<file path="config.mk">
export PLATFORM = sky130hd
export DESIGN_NAME = nmc_job_scheduler
export DESIGN_NICKNAME = d
export VERILOG_FILES = /design/src/rtl/nmc_job_scheduler.sv
export SDC_FILE = /design/constraint.sdc
export NUM_CORES = 1
export LEC_CHECK = 0
export ABC_AREA = 1
export ABC_CLOCK_PERIOD_IN_PS = 3330
export BUFFER_PORTS_ARGS = -buffer_cell sky130_fd_sc_hd__buf_2
export CORE_ASPECT_RATIO = 0.5
export CORE_MARGIN = 3
export CORE_UTILIZATION = 58
export CTS_CLUSTER_DIAMETER = 80
export DETAILED_ROUTE_END_ITERATION = 10
export PLACE_DENSITY = 0.8
export SYNTH_ARGS = -nofsm -noshare
export SYNTH_HDL_FRONTEND = slang
export SYNTH_SLANG_ARGS = --single-unit
</file>
<file path="constraint.sdc">
create_clock -name clk_i -period 3.33 [get_ports clk_i]
set_clock_uncertainty 0.05 [all_clocks]
set_input_delay 0.1665 -clock clk_i [delete_from_list [all_inputs] [get_ports clk_i]]
set_output_delay 0.1665 -clock clk_i [all_outputs]
set_load 0.005 [all_outputs]
</file>
<file path="src/rtl/nmc_job_scheduler.sv">
// rtl/nmc_job_scheduler.sv - queued kernel-launch dispatcher for one near-memory accelerator
// Optional perf counters (perf_jobs_o, perf_busy_cycles_o) when NMC_SCHED_PERF_CNT_EN is defined.
module nmc_job_scheduler #(
   parameter int QueueDepth = 4,
   parameter int IdWidth    = 4,
   parameter int CntWidth   = 32
) (
   input  logic                clk_i,
   input  logic                rst_ni,
   input  logic                job_valid_i,
   output logic                job_ready_o,
   input  logic [31:0]         job_pc_i,
   input  logic [IdWidth-1:0]  job_id_i,
   input  logic [CntWidth-1:0] timeout_cycles_i,
   input  logic                abort_i,
   output logic [31:0]         nmc_boot_pc_o,
   output logic                nmc_fetch_en_o,
   output logic                nmc_start_o,
   input  logic                nmc_done_i,
   output logic                cpl_valid_o,
   input  logic                cpl_ready_i,
   output logic [IdWidth-1:0]  cpl_id_o,
   output logic [1:0]          cpl_status_o,
   output logic [CntWidth-1:0] cpl_cycles_o,
   output logic                busy_o,
   output logic                irq_o
`ifdef NMC_SCHED_PERF_CNT_EN
   ,
   output logic [31:0]         perf_jobs_o,
   output logic [31:0]         perf_busy_cycles_o
`endif
);

   localparam int PtrW  = $clog2(QueueDepth);
   localparam int CntQW = PtrW + 1;
   localparam logic [CntQW-1:0] QFull = CntQW'(QueueDepth);

   localparam logic [1:0] ST_OK      = 2'b00;
   localparam logic [1:0] ST_TIMEOUT = 2'b01;
   localparam logic [1:0] ST_ABORT   = 2'b10;

   typedef enum logic [1:0] {IDLE, LAUNCH, RUN, RESP} state_t;

   state_t              state;
   logic [31:0]         q_pc [QueueDepth];
   logic [IdWidth-1:0]  q_id [QueueDepth];
   logic [PtrW-1:0]     wr_ptr;
   logic [PtrW-1:0]     rd_ptr;
   logic [CntQW-1:0]    q_count;
   logic [CntQW-1:0]    q_count_nxt;
   logic [IdWidth-1:0]  cur_id;
   logic [CntWidth-1:0] run_cnt;
   logic                push;
   logic                pop;
   logic                run_end;

   // abort wins over both queue operations: a simultaneous push is dropped
   assign push = job_valid_i && job_ready_o && !abort_i;
   assign pop  = (state == IDLE) && (q_count != '0) && !abort_i;

   assign run_end = nmc_done_i || abort_i ||
                    ((timeout_cycles_i != '0) && (run_cnt == timeout_cycles_i));

   assign busy_o = (state != IDLE) || (q_count != '0);

   always_comb begin
      q_count_nxt = q_count;
      if (abort_i)
         q_count_nxt = '0;
      else if (push && !pop)
         q_count_nxt = q_count + 1'b1;
      else if (!push && pop)
         q_count_nxt = q_count - 1'b1;
   end

   always_ff @(posedge clk_i) begin
      if (push) begin
         q_pc[wr_ptr] <= job_pc_i;
         q_id[wr_ptr] <= job_id_i;
      end
   end

   // ready is registered from the next occupancy so it stays 0 while in reset
   always_ff @(posedge clk_i) begin
      if (!rst_ni) begin
         wr_ptr      <= '0;
         rd_ptr      <= '0;
         q_count     <= '0;
         job_ready_o <= 1'b0;
      end else begin
         q_count     <= q_count_nxt;
         job_ready_o <= (q_count_nxt != QFull);
         if (abort_i) begin
            wr_ptr <= '0;
            rd_ptr <= '0;
         end else begin
            if (push) wr_ptr <= wr_ptr + 1'b1;
            if (pop)  rd_ptr <= rd_ptr + 1'b1;
         end
      end
   end

   always_ff @(posedge clk_i) begin
      if (!rst_ni) begin
         state          <= IDLE;
         cur_id         <= '0;
         run_cnt        <= '0;
         nmc_boot_pc_o  <= '0;
         nmc_fetch_en_o <= 1'b0;
         nmc_start_o    <= 1'b0;
         cpl_valid_o    <= 1'b0;
         cpl_id_o       <= '0;
         cpl_status_o   <= ST_OK;
         cpl_cycles_o   <= '0;
         irq_o          <= 1'b0;
      end else begin
         nmc_start_o <= 1'b0;
         irq_o       <= 1'b0;
         case (state)
            IDLE: begin
               if (pop) begin
                  nmc_boot_pc_o  <= q_pc[rd_ptr];
                  cur_id         <= q_id[rd_ptr];
                  nmc_fetch_en_o <= 1'b1;
                  nmc_start_o    <= 1'b1;
                  state          <= LAUNCH;
               end
            end
            LAUNCH: begin
               run_cnt <= CntWidth'(1);
               state   <= RUN;
            end
            RUN: begin
               if (run_end) begin
                  nmc_fetch_en_o <= 1'b0;
                  cpl_valid_o    <= 1'b1;
                  irq_o          <= 1'b1;
                  cpl_id_o       <= cur_id;
                  cpl_cycles_o   <= run_cnt;
                  cpl_status_o   <= nmc_done_i ? ST_OK : (abort_i ? ST_ABORT : ST_TIMEOUT);
                  state          <= RESP;
               end else if (run_cnt != '1) begin
                  run_cnt <= run_cnt + 1'b1;
               end
            end
            RESP: begin
               if (cpl_ready_i) begin
                  cpl_valid_o <= 1'b0;
                  state       <= IDLE;
               end
            end
         endcase
      end
   end

`ifdef NMC_SCHED_PERF_CNT_EN
   always_ff @(posedge clk_i) begin
      if (!rst_ni) begin
         perf_jobs_o        <= '0;
         perf_busy_cycles_o <= '0;
      end else begin
         if (cpl_valid_o && cpl_ready_i)
            perf_jobs_o <= perf_jobs_o + 1'b1;
         if ((state == LAUNCH) || (state == RUN))
            perf_busy_cycles_o <= perf_busy_cycles_o + 1'b1;
      end
   end
`endif

endmodule

</file>
==> reports/metrics.yaml <==
synth:
  syn_inst: 1324
  yosysUniqueCellTypes: 38
  synth_nets: 1411
  synth_flop_cell: "edfxtp_1"
  yosys_warnings: 0
  syn_avg_cell_area_um2: 8.76
  synth_edf_count: 144
  synth_area_um2: 11600
  synth_top_area_cell: "edfxtp_1"
  ys_ff_latch: 264
  ys_seq_area_share_pct: 58.0
  synth_top_area_share_pct: 37.3
  async_flop_share_pct: 0
  synthTopCellsByArea: "edfxtp_1 37%, dfxtp_1 21%, nor2_1 10%"
worst_setup_path:
  endpoint_kind: "register"
  cpPeakStageDelay_ps: 570
  critical_path_class: "reg -> reg"
  crit_start: "run_cnt[8]"
  required_ps: 3740
  cpMaxStageDelayCell: "dfxtp_1"
  cp.arrival_ps: 3200
  start_kind: "register"
  crit_top_cell: "nand2_1"
  r2r_slack_ps: 540
  worst-path-max-fanout: 44
  cp_num_buf_inv: 2
  critPathTopFamily: "simple AND/OR/NAND/NOR gates"
  rr_endpoint: "run_cnt[6]"
  crit_chain: "inv_1, nand2_1, nand2_1, nor2_1, nand2_1, nor2_1, nand2_1, nor2_1, nand2_1, nand2_1, nand2_2, buf_12, nand2_4, nand2_1, a21oi_1"
  timing.rr.start: "run_cnt[8]"
  reg2regPathDepth: 15
power:
  p_per_area_nw_per_um2: 585
  power.leakage_nw: 5.38
  peakVddDrop_uv: 465
place:
  pre_cts_ws_ps: 618
  dpl.hpwl_um: 19900
  placedCellCount: 1683
  io_buffers: 149
  place_congestion: 0.932
hold_path:
  hp-start: "abort_i"
  min_path_type: "in -> reg"
  whs_endpoint: "q_count[2]"
  min_delay_path_depth: 4
floorplanning:
  pin_count: 150
  start_util_pct: 61.0
  rows: 35
  core_um2: 19000
  die_x_um: 206
  fp.dieH_um: 106
  dieArea_um2: 21800
flow_run:
  drv_cap: 0
drt:
  antenna_left: 0
  dr_total_vias: 9782
  vias_per_cell: 5.54
  wl_per_cell_um: 17.6
  firstDrtPassIters: 5
  wl_met2_um: 15200
  highest_layer: "met4"
  m1WireLength_um: 12700
  drtIter0Drc: 846
  wl_met3_um: 2290
  drc: 0
  totalWireLength_um: 31000
cts:
  cts_tree: "done"
  clock_path_buffers: 3
  post_cts_buffers: 0
  postCtsResizedCells: 0
  holdBufCountCts: 40
  cts_sinks: 264
  cts_made_buffers: 23
  cts.htree.levels: 1
  clk_latency_ps: 530
  clk_pin_slew_worst_paths_ps: 70
  cts_root_buf: "clkbuf_16"
finish:
  final_nets: 1576
  diodes: 0
  fillerInstances: 1461
  area_growth_pct: 18.2
  instances_no_fill: 1765
  post-route-util_pct: 72.1
  final_layout_size_suffix_gt1_share_pct: 15.4
global_route:
  globalRoute.totalOverflow: 0
  antenna_found_initial: 0
  first_global_vias: 9750
  grt_util_all_layers_pct: 28.5
  grt_first_pass_wirelength_um: 49600
  grt_max_degree: 74
timing:
  hold_viol_final: 0
  fin_crit_ps: 2790
  fmax_ghz: 0.359
  max_slew_margin_pct: 28.2
  rsz0062_at_grt: "no"
  maxSlewViolCount: 0
  period_share_pct: 83.8
  postLayoutSetupSlackWorst_ps: 541
  setup-violations-final: 0
  fin_setup_tns_ps: 0
  worstMarginPinSlew_ps: 1080
outcome:
  outcome: "completed"
metal layers:
layer  vias up  track usage [%]
li1       4742                -
met1      4592             36.1
met2       384             49.9
met3        64             4.77
met4         0             9.68
met5         -                0
kinds of logic (layout without fill, tap and decap cells):
group / count (synthesis) / count (layout) / synth area share [%]
and+or+nand+nor: 615 / 615 / 21.8
adders and majority gates: 13 / 13 / 1.40
DFF: 264 / 264 / 58.0
xor gates and xnor gates: 21 / 21 / 1.59
buffers and inverters: 168 / 350 / 6.06
AOI/OAI and AO/OA: 243 / 243 / 11.2
cell type report:
| type | count | area (µm²) | share of cell area [%] |
|---|---|---|---|
| clock buffer | 32 | 669 | 4.88 |
| clock inverter | 10 | 87.6 | 0.639 |
| inverter | 95 | 357 | 2.60 |
| multi-input combinational | 892 | 4200 | 30.6 |
| sequential | 264 | 6730 | 49.1 |
| tap | 259 | 324 | 2.36 |
| timing repair buffer | 213 | 1340 | 9.77 |
sequential cells by signal, indices dropped and copies added (netlist names), 2 cells and up:
signal	cells
q_count	3
wr_ptr	2
rd_ptr	2
cpl_id_o	4
nmc_boot_pc_o	32
cur_id	4
q_pc	128
state	2
run_cnt	32
cpl_status_o	2
cpl_cycles_o	32
q_id	16
power by group:
group          internal [mW]  switching, mW  total, mW
clock network           1.49           1.20       2.69
registers               3.68          0.169       3.85
logic                  0.549          0.922       1.47
total                   5.72           2.29       8.01
stage by stage:
step	total power [mW]	hold WS, ps	cell area (µm²)
finish	8.01	31.2	13700
global route	8.40	43.9	13700
CTS	8.04	18.2	13700
detailed placement	5.35	331	12500
global placement	5.29	323	12500
floorplan	4.84	215	11600
cells in the mapped netlist, types with 12 or more instances:
master	count
nand4_1	12
a21oi_1	43
a31oi_1	31
edfxtp_1	144
nor3_1	19
o21ai_0	155
nand2_1	190
buf_2	14
nand3_1	67
clkbuf_1	44
xor2_1	13
nor2_1	309
dfxtp_1	120
inv_1	88
ha_1	13
worst register-to-register path: stages, from the launching register on:
cell and delay (ps):
dfxtp_1 570, inv_1 180, nand2_1 100, nand2_1 50
nor2_1 160, nand2_1 80, nor2_1 100, nand2_1 60
nor2_1 110, nand2_1 140, nand2_1 110, nand2_2 210
buf_12 270, nand2_4 240, nand2_1 120, a21oi_1 140
worst max-delay path by stage:
stage,endpoint,slack [ps],depth (start not counted)
finish,run_cnt[6],540,15
global placement,nmc_fetch_en_o,700,16
floorplan,q_id[0][0],620,4
detailed placement,run_cnt[8],620,15
CTS,run_cnt[8],610,15
global route,run_cnt[6],290,15
cells in the final DEF, fill, tap and decap left out, drive strengths merged:
cell type and n:
a211o 1, a21oi 43, clkbuf 32, o21a 4, o211ai 2, edfxtp 144
nand3 67, ha 13, nand3b 3, nor3b 1, dfxtp 120, nor3 22
clkinv 10, a31oi 31, nor2 313, nor4 3, nand4 12, nand2 192
o21ai 156, bufinv 1, dlygate4sd3 40, o221ai 1, o22ai 5, xnor2 8
or2 2, buf 173, xor2 13, inv 94
Power figures use the tool's default switching activity.
